===== src/rtl/mul_ctrl.sv =====
// Purpose: register-bus front end for the 32x32 signed multiplier. It holds the
//          operands, runs the op_start/op_clear handshake and captures the product.
// Latency: a start write in cycle N raises op_start in N+1. op_done in cycle M makes
//          the product, done and the interrupt visible in M+1, with op_clear pulsing in M+1.
// Backpressure: none. Operand and start writes while busy are dropped and flag ovr.
//
// Ports:
//   clk, reset_n            clock and asynchronous active-low reset (shared with mul)
//   s_sel/s_wr/s_addr/s_din single-cycle register bus; s_dout is combinational read data
//   m_interrupt             level interrupt = INTEN & (done | err)
//   op_start/op_clear       handshake to mul; multiplicand/multiplier mirror OPA/OPB
//   op_done/result          completion strobe and 64-bit product from mul
module mul_ctrl #(
  parameter int TIMEOUT = 127
) (
  input  logic        clk,
  input  logic        reset_n,
  input  logic        s_sel,
  input  logic        s_wr,
  input  logic [2:0]  s_addr,
  input  logic [31:0] s_din,
  output logic [31:0] s_dout,
  output logic        m_interrupt,
  output logic        op_start,
  output logic        op_clear,
  output logic [31:0] multiplicand,
  output logic [31:0] multiplier,
  input  logic        op_done,
  input  logic [63:0] result
);

  localparam logic [2:0] A_OPA    = 3'd0;
  localparam logic [2:0] A_OPB    = 3'd1;
  localparam logic [2:0] A_CTRL   = 3'd2;
  localparam logic [2:0] A_INTEN  = 3'd3;
  localparam logic [2:0] A_STATUS = 3'd4;
  localparam logic [2:0] A_RES_L  = 3'd5;
  localparam logic [2:0] A_RES_H  = 3'd6;

  // Last EXEC cycle index before giving up on op_done.
  localparam logic [7:0] CNT_LAST = 8'(TIMEOUT - 1);

  typedef enum logic [1:0] {
    IDLE  = 2'd0,
    EXEC  = 2'd1,
    CLEAR = 2'd2
  } state_t;

  state_t      state_q, state_d;
  logic [31:0] opa_q, opa_d;
  logic [31:0] opb_q, opb_d;
  logic [31:0] res_l_q, res_l_d;
  logic [31:0] res_h_q, res_h_d;
  logic        inten_q, inten_d;
  logic        done_q, done_d;
  logic        err_q, err_d;
  logic        ovr_q, ovr_d;
  logic [7:0]  cnt_q, cnt_d;
  logic        start_q, start_d;
  logic        clear_q, clear_d;
  logic        irq_q, irq_d;

  logic wr, wr_opa, wr_opb, wr_ctrl, wr_inten, wr_status;
  logic busy;

  assign wr        = s_sel & s_wr;
  assign wr_opa    = wr & (s_addr == A_OPA);
  assign wr_opb    = wr & (s_addr == A_OPB);
  assign wr_ctrl   = wr & (s_addr == A_CTRL);
  assign wr_inten  = wr & (s_addr == A_INTEN);
  assign wr_status = wr & (s_addr == A_STATUS);
  assign busy      = (state_q != IDLE);

  always_comb begin
    state_d = state_q;
    opa_d   = opa_q;
    opb_d   = opb_q;
    res_l_d = res_l_q;
    res_h_d = res_h_q;
    inten_d = inten_q;
    done_d  = done_q;
    err_d   = err_q;
    ovr_d   = ovr_q;
    cnt_d   = cnt_q;
    start_d = start_q;
    clear_d = clear_q;

    if (wr_inten) begin
      inten_d = s_din[0];
    end

    // Status clears are applied first so that any same-cycle set below overrides them.
    if (wr_status) begin
      if (s_din[1]) done_d = 1'b0;
      if (s_din[2]) err_d  = 1'b0;
      if (s_din[3]) ovr_d  = 1'b0;
    end

    if (busy && (wr_opa || wr_opb || (wr_ctrl && s_din[0]))) begin
      ovr_d = 1'b1;
    end

    case (state_q)
      IDLE: begin
        if (wr_opa) opa_d = s_din;
        if (wr_opb) opb_d = s_din;
        if (wr_ctrl && s_din[1]) begin
          // Clear beats start when both bits are written together.
          state_d = CLEAR;
          clear_d = 1'b1;
        end else if (wr_ctrl && s_din[0]) begin
          state_d = EXEC;
          start_d = 1'b1;
          done_d  = 1'b0;
          err_d   = 1'b0;
          cnt_d   = 8'd0;
        end
      end
      EXEC: begin
        cnt_d = cnt_q + 8'd1;
        // Completion is checked before abort so a coincident op_done still captures.
        if (op_done) begin
          res_l_d = result[31:0];
          res_h_d = result[63:32];
          done_d  = 1'b1;
          state_d = CLEAR;
          start_d = 1'b0;
          clear_d = 1'b1;
        end else if (wr_ctrl && s_din[1]) begin
          state_d = CLEAR;
          start_d = 1'b0;
          clear_d = 1'b1;
        end else if (cnt_q == CNT_LAST) begin
          err_d   = 1'b1;
          state_d = CLEAR;
          start_d = 1'b0;
          clear_d = 1'b1;
        end
      end
      CLEAR: begin
        state_d = IDLE;
        clear_d = 1'b0;
      end
      default: begin
        state_d = IDLE;
        start_d = 1'b0;
        clear_d = 1'b0;
      end
    endcase

    irq_d = inten_d & (done_d | err_d);
  end

  always_ff @(posedge clk or negedge reset_n) begin
    if (!reset_n) begin
      state_q <= IDLE;
      opa_q   <= '0;
      opb_q   <= '0;
      res_l_q <= '0;
      res_h_q <= '0;
      inten_q <= 1'b0;
      done_q  <= 1'b0;
      err_q   <= 1'b0;
      ovr_q   <= 1'b0;
      cnt_q   <= '0;
      start_q <= 1'b0;
      clear_q <= 1'b0;
      irq_q   <= 1'b0;
    end else begin
      state_q <= state_d;
      opa_q   <= opa_d;
      opb_q   <= opb_d;
      res_l_q <= res_l_d;
      res_h_q <= res_h_d;
      inten_q <= inten_d;
      done_q  <= done_d;
      err_q   <= err_d;
      ovr_q   <= ovr_d;
      cnt_q   <= cnt_d;
      start_q <= start_d;
      clear_q <= clear_d;
      irq_q   <= irq_d;
    end
  end

  always_comb begin
    s_dout = 32'd0;
    if (s_sel && !s_wr) begin
      case (s_addr)
        A_OPA:    s_dout = opa_q;
        A_OPB:    s_dout = opb_q;
        A_INTEN:  s_dout = {31'd0, inten_q};
        A_STATUS: s_dout = {28'd0, ovr_q, err_q, done_q, busy};
        A_RES_L:  s_dout = res_l_q;
        A_RES_H:  s_dout = res_h_q;
        default:  s_dout = 32'd0;
      endcase
    end
  end

  assign op_start     = start_q;
  assign op_clear     = clear_q;
  assign m_interrupt  = irq_q;
  assign multiplicand = opa_q;
  assign multiplier   = opb_q;

endmodule


===== config.mk =====
export PLATFORM = sky130hd
export DESIGN_NAME = mul_ctrl
export DESIGN_NICKNAME = d
export VERILOG_FILES = /design/src/rtl/mul_ctrl.sv
export SDC_FILE = /design/constraint.sdc
export NUM_CORES = 1
export LEC_CHECK = 0
export ABC_AREA = 1
export ABC_CLOCK_PERIOD_IN_PS = 1400
export BUFFER_PORTS_ARGS = -buffer_cell sky130_fd_sc_hd__buf_2
export CAP_MARGIN = 25
export CORE_MARGIN = 5
export CORE_UTILIZATION = 27
export CTS_BUF_LIST = sky130_fd_sc_hd__clkbuf_8
export DETAILED_ROUTE_END_ITERATION = 7
export GPL_TIMING_DRIVEN = 0
export PLACE_DENSITY = 0.55
export SLEW_MARGIN = 10
export SYNTH_ARGS = -nofsm -noshare
export SYNTH_HDL_FRONTEND = slang
export SYNTH_SLANG_ARGS = --single-unit

===== constraint.sdc =====
create_clock -name clk -period 1.4 [get_ports clk]
set_clock_uncertainty 0.1 [all_clocks]
set_input_delay 0.14 -clock clk [delete_from_list [all_inputs] [get_ports clk]]
set_output_delay 0.14 -clock clk [all_outputs]
set_load 0.01 [all_outputs]

# Yosys cells after proc, flatten, opt, wreduce, memory -nomap -nowiden
# Index checks and enable logic that the tools add are counted.
[totals] reg_bits=145 latch_bits=0 ram_bits=0 rom_bits=0 input_bits=104 output_inout_bits=99 wordCells=98 memories=0
[op_classes] n_addsub=1 multipliers=0 n_div=0 magnitude_cmp=0 n_eq_ne=14 n_shift=0 n_mux=40 bitwise_logic=9 reduce_logical=21
[op_table] op="case mux 32 bit (6 select lines)" count=1
[op_table] op="two-way mux 32 bit" count=1
[op_table] op="two-way mux 1 bit" count=25
[op_table] op="two-way mux 8 bit" count=2
[op_table] op="case mux 8 bit (2 select lines)" count=1
[op_table] op="AND reduction 2 bit" count=6
[op_table] op="two-way mux 2 bit" count=5
[op_table] op="== test 3 bit, second input constant" count=3
[op_table] op="adder 8 x 1 -> 8 bit, second input constant" count=1
[op_table] op="== test 8 x 7 -> 1 bit, second input constant" count=1
[op_table] op="nonzero test 2 bit" count=4
[op_table] op="AND 1 bit" count=7
[op_table] op="== test 3 x 2 -> 1 bit, second input constant" count=2
[op_table] op="inequality test 2 bit, second input constant" count=3
[op_table] op="case mux 1 bit (2 select lines)" count=3
[op_table] op="logical AND 1 bit" count=4
[op_table] op="inequality test 4 bit, second input constant" count=1
[op_table] op="case mux 2 bit (2 select lines)" count=1
[op_table] op="AND reduction 4 bit" count=1
[op_table] op="== test 3 x 1 -> 1 bit, second input constant" count=1
[op_table] op="zero test 3 bit" count=1
[op_table] op="inequality test 3 bit, second input constant" count=1
[op_table] op="case mux 1 bit (3 select lines)" count=1
[op_table] op="AND reduction 3 bit" count=1
[op_table] op="7 further kinds" count=8

# Longest topological paths before layout
[logic_depth] ltp_word=9 mapped_depth=9 depth_no_buf=8

# Worst setup path before layout
# Ideal clock, no wire load.
[synth_path] kind="flip-flop to flip-flop" startpoint="reg state_q[0]" endpoint="reg opa_q[24] (netlist: multiplicand[24])" setup_time_ns=0.118 arrival_time_ns=1.239 t_required_ns=1.182 slack_ns=-0.057 path_stages_with_launch=6 n_path_buf=1 synth_period_minus_slack_ns=1.457 path_cell_list="dfrtp_1 nor2_1 nand2_2 buf_6 nand2_1 o21ai_2"
[synth_between] elab_chain_cells=2
[synth_rtl] element="from (decl)" line_no="49" rtl="state_t state_q, state_d;"
[synth_rtl] element="from (signal assigned)" line_no="170" rtl="state_q <= state_d;"
[synth_rtl] element="zero test 2 bit" line_no="103" rtl="case (state_q)"
[synth_rtl] element="AND reduction 2 bit (no source line)"
[synth_rtl] element="to (signal assigned)" line_no="171" rtl="opa_q <= opa_d;"
[synth_rtl] element="to (decl)" line_no="50" rtl="logic [31:0] opa_q, opa_d;"
# Every way passes these cells.
# A chain may end at the register's enable or synchronous reset.

# Worst setup path in the final report
[layout_path] startpoint="reg state_q[0]" endpoint="out s_dout[0]"
[layout_between] elab_chain_cells=3
[layout_rtl] element="nonzero test 2 bit" line_no="72" rtl="assign busy = (state_q != IDLE);"
[layout_rtl] element="case mux 32 bit (6 select lines)" line_no="189" rtl="case (s_addr)"
[layout_rtl] element="two-way mux 32 bit" line_no="188" rtl="if (s_sel && !s_wr) begin"
[layout_rtl] element="to (decl)" line_no="22" rtl="output logic [31:0] s_dout,"
# Every way passes these cells.

==> summary.md <==
| Metric | Value |
|---|---|
| GRT Residual Overflow | `0` |
| Leakage | `about 5.6 nW` |
| Commonest cells in the netlist | `146 x inv_1, 145 x dfrtp_1, 128 x nand2_1` |
| CP Buf/Inv Count | `1` |
| Crit path max-delay family | `flip-flops` |
| Clock buffer depth | `2` |
| Synthesis-to-layout area growth | `63.51%` |
| Via count | `between 7000 and 8000` |
| EDFF count, synth | `0` |
| Layout net count | `around 1300` |
| CP endpoint kind | `output port` |
| Clk Latency, worst-skew pair | `between 0.4 and 0.5 ns` |
| CP Data Arrival Time | `about 1.5 ns` |
| CP max-delay cell | `dfrtp_1` |
| Clock transition at path regs | `0.08 ns` |
| Final WL | `around 27000 um` |
| Cell Area, Synth | `6903 um^2` |
| Outcome | `finished, violations left` |
| Slew HR | `62.44%` |
| Power per standard cell area | `approximately 1100 nW/um^2` |
| Largest net degree at the start of global routing | `100` |
| Die Span Y | `roughly 170 um` |
| Worst EP required | `1.16 ns` |
| Cell Area, Placed | `approximately 8400 um^2` |
| Met3 usage | `~3.8%` |
| Final Cycle Share | `121.5%` |
| Syn nets | `approximately 930` |
| Sequential fraction of the synthesis area | `between 50% and 60%` |
| Layout cell share with drive strength beyond 1 | `between 40 and 50%` |
| Hpwl dp | `17640 um` |
| CTS Sinks | `145` |
| Worst Setup Slack, final | `-0.3007 ns` |
| Largest vdd supply drop | `~560 uV` |
| Final Max Slew Viols | `0` |
| Area contributors post-synth | `dfrtp_1 53%, inv_1 7.9%, nand2_1 7.0%, a21oi_1 4.9%, nor2_1 4.2%` |
| Core area | `~25000 um^2` |
| Root buf cell | `clkbuf_8` |
| Critical Path Start Type | `flop` |
| RSZ-0062 raised after global routing | `true` |
| CTS Buf Count | `17` |
| Crit-path max cell delay | `0.42 ns` |
| Most common cell in the synthesized netlist | `inv_1` |
| Synthesized instance count | `822` |
| Worst path cell trace | `nor2_4, o21ai_2, nor3_2, nor2_1, buf_2` |
| Actual slew at the worst max-slew pin | `around 0.56 ns` |
| # H-tree levels | `4` |
| Drt wl/cell | `roughly 18 um` |
| CP Class | `flop to output port` |
| Share of flip-flops with an asynchronous set or reset | `100.0%` |
| I/O pins | `203` |
| Maximum Capacitance Violations | `0` |
| Vias in the first global route | `just under 7000` |
| Synth cell types | `27` |
| Dpl cells | `approximately 1400` |
| Num rows | `58` |
| Routing usage on met2 | `between 20 and 30%` |
| Final Hold Fails | `0` |
| Top-area cell type share of the netlist area | `between 50% and 60%` |
| Cell taking the most area after synthesis | `dfrtp_1` |
| Number of port buffers | `202` |
| Syn_area_per_cell | `8.398 um^2` |
| Starting DRT DRC Count | `about 470` |
| Tmin final | `roughly 1.7 ns` |
| Routed Antenna Nets | `0` |
| ANT cells | `0` |
| Synth Flop Type | `dfrtp_1` |
| Final Wtd Congestion | `between 0.7 and 0.8` |
| Synthesis warning total | `0` |
| Design Area, Final | `between 10000 and 15000 um^2` |
| Worst Hold Class | `primary input to flop` |
| Vias/cell | `around 4.6` |
| # fillers | `around 2500` |
| CTS tree | `done` |
| #FFs+latches synth | `145` |
| Final non-filler cell total | `approximately 1500` |
| Antenna violations before repair | `0` |
| GRT met1 Usage | `between 20% and 30%` |
| Die area | `between 20000 and 30000 um^2` |
| Initial Util | `roughly 27%` |
| Global-route wire length before repair | `slightly below 40000 um` |
| Violated checks | `negative setup slack` |
| Detailed Routing Iterations Pass 1 | `5` |
| DIE WIDTH | `between 150 and 200 um` |
| Final setup viols | `164` |
| CP max FO | `2` |
| Number of remaining DRC errors | `0` |
| GRT Total Usage | `between 15 and 20%` |
| Busiest grt layer | `met2` |
| Max Clock Freq | `588.0 MHz` |
| Fin util | `44.82%` |
[cell families (layout without fill, tap and decap cells)]
logic type                 count (synthesis)  after routing  synth area share [%]
AOI/OAI and AO/OA                        210            210                 18.11
xor gates and xnor gates                   3              3                0.3807
adders and majority gates                  2              2                0.3625
buffers and inverters                    193            562                 12.42
DFF                                      145            145                 52.56
and+or+nand+nor                          269            271                 16.17
[layout make-up]
| class | count | area [um^2] | area share (%) |
|---|---|---|---|
| plain buffers | 45 | 619.3 | 5.487 |
| clock buffers | 17 | 234.0 | 2.073 |
| clock inverters | 14 | 188.9 | 1.674 |
| inverters | 148 | 560.5 | 4.966 |
| multi-input cells | 486 | 3118 | 27.62 |
| flip-flops and latches | 145 | 3628 | 32.15 |
| well taps | 330 | 412.9 | 3.658 |
| repair buffers | 338 | 2525 | 22.37 |
[sequential cells by signal (all words and copies together) (netlist names), 2 cells and up]
register,count
cnt_q,8
multiplicand,32
multiplier,32
res_h_q,32
res_l_q,32
state_q,2
[stage by stage]
step                total power, mW  setup slack (ns)  setup TNS, ns  hold slack [ns]
finish                        12.93           -0.3007         -16.88          0.05241
global route                  13.71           -0.4056         -28.99          0.05560
CTS                           12.61           -0.3622         -9.977         0.004291
detailed placement            8.467           -0.5412         -43.91         -0.02718
global placement              8.379            -2.253        -368.07           0.2857
floorplan                     7.248           0.01785              0          -0.2556
[worst paths after layout]
check                                        from                          to  slack, ns  depth (start not counted)
setup reg to reg           state_q[1]$_DFFE_PN0P_     res_h_q[13]$_DFFE_PN0P_      -0.13                          9
min in group asynchronous                 reset_n  multiplier[10]$_DFFE_PN0P_       0.08                          2
max in group asynchronous                 reset_n  multiplier[18]$_DFFE_PN0P_       0.29                          3
hold / removal                          s_addr[0]      state_q[0]$_DFFE_PN0P_       0.05                          4
setup / recovery           state_q[0]$_DFFE_PN0P_                   s_dout[0]      -0.30                          5
hold reg to reg              op_clear$_DFFE_PN0P_        op_clear$_DFFE_PN0P_       0.39                          2
[power breakdown]
part	switching [mW]	internal, mW	total [mW]
Clock	1.76	1.93	3.69
Sequential	0.594	5.12	5.72
Combinational	1.90	1.61	3.52
Total	4.26	8.67	12.9
[cell usage in the layout, fill, tap and decap left out, types with 3 or more instances in the layout]
cell	count
inv_1	107
inv_2	40
a21oi_1	30
a31oi_1	25
nor2_1	31
a31oi_2	3
clkbuf_16	9
buf_4	28
bufinv_16	4
clkbuf_8	18
buf_2	201
nand2_4	4
nor2_2	29
o22ai_1	10
buf_6	12
clkbuf_2	7
nand2_1	123
nand3_1	45
o21ai_2	34
nor2_4	22
nand2_2	4
o22ai_2	24
clkinv_2	3
nand3_2	4
o21ai_0	11
nand2_8	3
buf_12	22
dfrtp_1	145
a21oi_2	32
o21ai_1	34
buf_8	3
xor2_1	3
dlygate4sd3_1	97
a21oi_4	5
[layer usage]
metal  part of all wire, %  wire length [um]
met5                     0                 0
met1                    46             12620
met3                   5.4              1461
met4                   1.2               326
met2                    47             12850
[tightest hold or removal path, delay by kind of cell]
family,cells,cell delay (ns)
AND/OR/NAND/NOR,2,0.18
AO/OA/AOI/OAI,1,0.08
buffers and inverters,1,0.16
[repair_timing]
action	CTS	global route
hold buffers	97	0
hold endpoints to repair	277	0
buffers inserted	12	16
pin swaps	10	30
gates resized for setup	110	200
cloned	1	11
setup endpoints to repair	165	170
Note: power is estimated with default switching activity, not from simulation.
